[config.mk]
export PLATFORM = sky130hd
export DESIGN_NAME = mem_stage
export DESIGN_NICKNAME = d
export VERILOG_FILES = /design/src/rtl/mem_stage.sv
export SDC_FILE = /design/constraint.sdc
export NUM_CORES = 2
export LEC_CHECK = 0
export BUFFER_PORTS_ARGS = -buffer_cell sky130_fd_sc_hd__buf_2
export CORE_MARGIN = 1.5
export CORE_UTILIZATION = 55
export DETAILED_ROUTE_END_ITERATION = 10
export PLACE_DENSITY = 0.71
export SLEW_MARGIN = 40
export SYNTH_ARGS = -nofsm -noshare
export SYNTH_HDL_FRONTEND = slang
export SYNTH_SLANG_ARGS = --single-unit
export TNS_END_PERCENT = 20
[constraint.sdc]
create_clock -name clk -period 5 [get_ports clk]
set_clock_uncertainty 0.1 [all_clocks]
set_input_delay 0.25 -clock clk [delete_from_list [all_inputs] [get_ports clk]]
set_output_delay 0.25 -clock clk [all_outputs]
set_load 0.02 [all_outputs]
[src/rtl/mem_stage.sv]
// mem_stage: memory-access stage of the five-stage MIPS pipeline.
// Performs lw/sw against an internal word-addressed data memory with
// MEM_WAIT wait states. It registers the write-back bundle and requests an
// upstream stall while an access is in flight.
// Ports:
//   clk, reset          clock; asynchronous active-low reset
//   Alu_result          byte address for lw/sw, or the ALU value for R-type/addi
//   Instruction_MEM     instruction from execute (32'd0 is a bubble)
//   Write_data_mem      store data for sw
//   Instruction_WB      instruction forwarded to write-back
//   Wb_data/Wb_reg/Wb_en register-file write bundle
//   addr_err            one-cycle pulse with a completed access to a bad address
//   stall               combinational hold request to upstream stages
module mem_stage #(
  parameter int DEPTH    = 64,
  parameter int MEM_WAIT = 2
) (
  input  logic        clk,
  input  logic        reset,
  input  logic [31:0] Alu_result,
  input  logic [31:0] Instruction_MEM,
  input  logic [31:0] Write_data_mem,
  output logic [31:0] Instruction_WB,
  output logic [31:0] Wb_data,
  output logic [4:0]  Wb_reg,
  output logic        Wb_en,
  output logic        addr_err,
  output logic        stall
);
  localparam int       AW = $clog2(DEPTH);
  localparam logic [3:0] MW = 4'(MEM_WAIT);

  typedef enum logic {IDLE, WAIT} state_t;

  state_t          state, state_nxt;
  logic [3:0]      cnt, cnt_nxt;
  logic [31:0]     mem [DEPTH];

  logic [5:0]      op, funct;
  logic            is_lw, is_sw, is_mem, bad, complete, rtype_ok;
  logic [AW-1:0]   idx;
  logic [4:0]      wb_reg_d;
  logic [31:0]     wb_data_d;
  logic            we_d;

  assign op     = Instruction_MEM[31:26];
  assign funct  = Instruction_MEM[5:0];
  assign is_lw  = (op == 6'd35);
  assign is_sw  = (op == 6'd43);
  assign is_mem = is_lw | is_sw;
  assign idx    = Alu_result[AW+1:2];
  assign bad    = (|Alu_result[1:0]) | (|Alu_result[31:AW+2]);
  assign rtype_ok = (op == 6'd0) &&
                    (funct == 6'b100000 || funct == 6'b100010 || funct == 6'b100100 ||
                     funct == 6'b100101 || funct == 6'b101010);

  // Wait-state sequencing. 'complete' marks the edge that samples the inputs,
  // performs the access and loads the real write-back bundle.
  always_comb begin
    state_nxt = state;
    cnt_nxt   = cnt;
    stall     = 1'b0;
    complete  = 1'b0;
    case (state)
      IDLE: begin
        if (is_mem && MW != 4'd0) begin
          stall     = 1'b1;
          state_nxt = WAIT;
          cnt_nxt   = 4'd1;
        end else begin
          complete  = 1'b1;
        end
      end
      WAIT: begin
        if (cnt < MW) begin
          stall   = 1'b1;
          cnt_nxt = cnt + 4'd1;
        end else begin
          complete  = 1'b1;
          state_nxt = IDLE;
          cnt_nxt   = 4'd0;
        end
      end
      default: state_nxt = IDLE;
    endcase
    // Held in reset the FSM is IDLE and nothing is in flight, so no stall.
    if (!reset) stall = 1'b0;
  end

  always_ff @(posedge clk or negedge reset) begin
    if (!reset) begin
      state <= IDLE;
      cnt   <= 4'd0;
    end else begin
      state <= state_nxt;
      cnt   <= cnt_nxt;
    end
  end

  // Write-back decode; a bad lw returns 0 but still writes the register.
  always_comb begin
    wb_reg_d  = 5'd0;
    wb_data_d = 32'd0;
    we_d      = 1'b0;
    if (rtype_ok) begin
      wb_reg_d  = Instruction_MEM[15:11];
      wb_data_d = Alu_result;
      we_d      = 1'b1;
    end else if (op == 6'd8) begin
      wb_reg_d  = Instruction_MEM[20:16];
      wb_data_d = Alu_result;
      we_d      = 1'b1;
    end else if (is_lw) begin
      wb_reg_d  = Instruction_MEM[20:16];
      wb_data_d = bad ? 32'd0 : mem[idx];
      we_d      = 1'b1;
    end
  end

  always_ff @(posedge clk or negedge reset) begin
    if (!reset) begin
      Instruction_WB <= 32'd0;
      Wb_data        <= 32'd0;
      Wb_reg         <= 5'd0;
      Wb_en          <= 1'b0;
      addr_err       <= 1'b0;
    end else if (complete) begin
      Instruction_WB <= Instruction_MEM;
      Wb_data        <= wb_data_d;
      Wb_reg         <= wb_reg_d;
      Wb_en          <= we_d && (wb_reg_d != 5'd0);
      addr_err       <= is_mem && bad;
    end else begin
      Instruction_WB <= 32'd0;
      Wb_data        <= 32'd0;
      Wb_reg         <= 5'd0;
      Wb_en          <= 1'b0;
      addr_err       <= 1'b0;
    end
  end

  // Reset clears every word, so the array is built from flops.
  always_ff @(posedge clk or negedge reset) begin
    if (!reset) begin
      for (int i = 0; i < DEPTH; i++) mem[i] <= 32'd0;
    end else if (complete && is_sw && !bad) begin
      mem[idx] <= Write_data_mem;
    end
  end
endmodule

==> impl_metrics.csv <==
group,metric,value,unit
setup_path,r2r-start,"cnt[2]",
clock_tree,cts-hold-fix-buffers,92,
timing,timing.final.ws_setup,1322,ps
global_routing,antenna_found_initial,22,
floorplan,rows,154,
timing,fmax,271.9,MHz
cells_and_area,final_cell_mix,"2,124 x dfrtp_1, 2,017 x mux2_2, 582 x a22oi_1",
clock_tree,cts_made_buffers,210,
timing,relSlewSlack,35.82,%
synth,ys_seq_area_share,54.35,%
cells_and_area,drive_gt1_share,41.82,%
power,power.density,327.5,mW/mm^2
synth,ys_warn_count,0,
placed_design,post-place-ws,920.7,ps
timing,period_share,73.57,%
clock_tree,htreeDepth,4,
setup_path,critPathLaunchType,"flip-flop",
route,dr.pass1.iters,11,
synth,yosysTopAreaCellShare,54.35,%
synth,synth_top_area_cell,"dfrtp_1",
synth,syn-num-nets,7245,
clock_tree,cts_tree,"built",
clock_tree,post_cts_resized,0,
floorplan,die_w,424.7,um
cells_and_area,reg_top3,"mem x2048, Instruction_WB x32, Wb_data x32",
setup_path,rr_endpoint,"mem[1465]",
setup_path,setup.worst_path.start,"cnt[2]",
global_routing,grt.met1_usage,49.54,%
power,leakagePower,52.24,nW
setup_path,ff2ff_path_depth,8,
global_routing,use_met2,55.23,%
outcome,violations,"design-rule violations",
route,num_vias,68400,
floorplan,coreArea,0.1763,sq mm
cells_and_area,final_common_cell,"dfrtp_1",
synth,avgSynthCellArea,13.69,sq um
floorplan,ios,170,
global_routing,grt_overflow_total,0,
setup_path,critical_path_required,5660,ps
route,first_iter_violations,8742,
setup_path,crit_type,"flip-flop to flip-flop",
clock_tree,cts.sinks,2124,
cells_and_area,largest_register,"mem",
cells_and_area,largest_reg_flops,2048,
route,drc,38,
global_routing,grt_max_degree,161,
run,drv_cap,0,
clock_tree,post_cts_buffers,0,
worst_hold_path,hold_class,"input pin to flip-flop",
cells_and_area,final_nets,7191,
route,ant_nets,0,
floorplan,die_y,424.7,um
synth,synth_area_leaders,"dfrtp_1 54%, mux2_2 23%, a22oi_1 4.5%",
synth,synth_edf_count,0,
route,totalWireLength,344.3,mm
global_routing,use_met3,11.43,%
placed_design,dpl.hpwl,198.0,mm
global_routing,grt_util_all_layers,37.92,%
global_routing,grt_pass1_wl,492.4,mm
outcome,status,"finished with violations",
global_routing,grt.busiest_layer,"met2",
synth,syn_inst,7146,
synth,synth_cell_types,83,
clock_tree,cts-root-buf,"clkbuf_16",
timing,worst-slew-pin-transition,962.7,ps
power,peakVddDrop,0.4062,mV
timing,drv_slew,0,
cells_and_area,area_delta_synth_final,10.70,%
clock_tree,clk_pin_slew_worst_paths,60,ps
timing,finalHoldViolCount,0,
setup_path,crit_path_max_fanout,22,
floorplan,initial_core_util,55.47,%
global_routing,grt_pass1_vias,68020,
power,p_total,35.46,mW
setup_path,arrival,4330,ps
placed_design,place.gp.congestion,0.9100,
synth,async_reset_ff_share,100.0,%
timing,setup_viol,0,
timing,rsz0062_at_grt,"false",
synth,synthesis.area,0.09779,sq mm
route,drt-vias-per-instance,7.118,
synth,synth_seq_cells,2124,
setup_path,ff2ff_setup_slack,1320,ps
clock_tree,cts.path.max_buffers,3,
setup_path,worst_setup_path_end_kind,"flip-flop",
timing,fin_crit,3678,ps
clock_tree,clkLatencyLatePin,900,ps
route,post_drt_wl_per_cell,35.83,um
placed_design,numPortBuffers,169,
synth,synth-main-ff-cell,"dfrtp_1",
floorplan,dieArea,0.1803,sq mm
setup_path,worstSetupEndpoint,"mem[1465]",
[critical path, cell delays in order (launching register included)]
cell and delay [ps]:
dfrtp_1 410, nor4b_4 650, a41oi_4 140, nand4_4 280
buf_4 350, nor2_8 150, nand2_4 330, buf_4 670
mux2_2 410
[cells in the mapped netlist, types with 9 or more instances]
cell type,instances
mux2_2,2017
nand4bb_1,10
and3_1,11
buf_2,68
nor3_1,34
nand3_1,43
o221ai_1,30
o22ai_1,247
mux4_2,29
nor2_1,59
and4_1,10
nand2_1,82
a22o_1,47
nand3b_1,59
buf_1,87
clkbuf_1,428
nor2b_1,11
dfrtp_1,2124
a221oi_1,153
buf_6,193
or3_1,11
mux2_1,84
a221o_1,34
a22oi_1,582
o22a_1,11
and2_1,33
a2111oi_0,16
a211oi_1,16
o2bb2ai_1,19
a21oi_1,126
inv_1,9
a211o_1,11
mux2_4,67
o21ai_0,47
nor4_1,43
mux2i_1,43
a31oi_1,14
or3b_2,36
nand2_4,64
[report_power, final]
group | internal [mW] | switching (mW) | total (mW)
registers | 17.3 | 0.0266 | 17.3
clock network | 8.99 | 6.97 | 16.0
logic | 0.490 | 1.73 | 2.22
total | 26.7 | 8.73 | 35.5
[through the flow]
step / TNS [ps] / cell area, sq um / utilization (%) / hold WS (ps) / instances
after floorplan: 0 / 97790 / - / -145.6 / 7146
after global placement: -350820 / 99370 / 56.36 / 238.2 / 9107
after detailed placement: 0 / 100200 / 56.84 / 251.6 / 9122
after CTS: 0 / 108100 / 61.30 / 0.2200 / 9594
after global routing: 0 / 108200 / 61.39 / 35.39 / 9600
final: 0 / 108300 / 61.41 / 36.46 / 9609
[cell type report]
cell class	count	area, sq um
Tap cell	2340	2928
Antenna cell	9	22.52
Clock inverter	63	714.4
Sequential cell	2124	53150
Multi-Input combinational cell	4227	40730
Timing Repair Buffer	520	4466
Inverter	9	38.79
Clock buffer	317	6211
Fill cell	13350	68050
[worst min path at each step]
| stage | startpoint | endpoint | cells past startpoint |
|---|---|---|---|
| after floorplan | reset | Instruction_WB[0] | 0 |
| after global placement | reset | mem[1636] | 1 |
| after detailed placement | reset | mem[1043] | 1 |
| after CTS | Instruction_MEM[22] | Instruction_WB[22] | 3 |
| after global routing | Instruction_MEM[22] | Instruction_WB[22] | 3 |
| final | Instruction_MEM[22] | Instruction_WB[22] | 3 |
[routing by layer]
layer	vias up	routed length, um
met5	-	312
met4	27	26020
met3	1267	40100
met2	4481	147900
met1	35830	130000
li1	26800	-
[cells by family (layout without fill, tap and decap cells)]
group                      Yosys count  count (layout)  synth area share, %
muxes                             2240            2240                26.33
buffers and inverters              795             909                4.664
other                                0               9                    0
AOI/OAI and AO/OA                 1404            1404                10.54
adders and majority gates            1               1              0.01279
DFF                               2124            2124                54.35
and+or+nand+nor                    582             582                4.102
(Power assumes the default switching activity.)
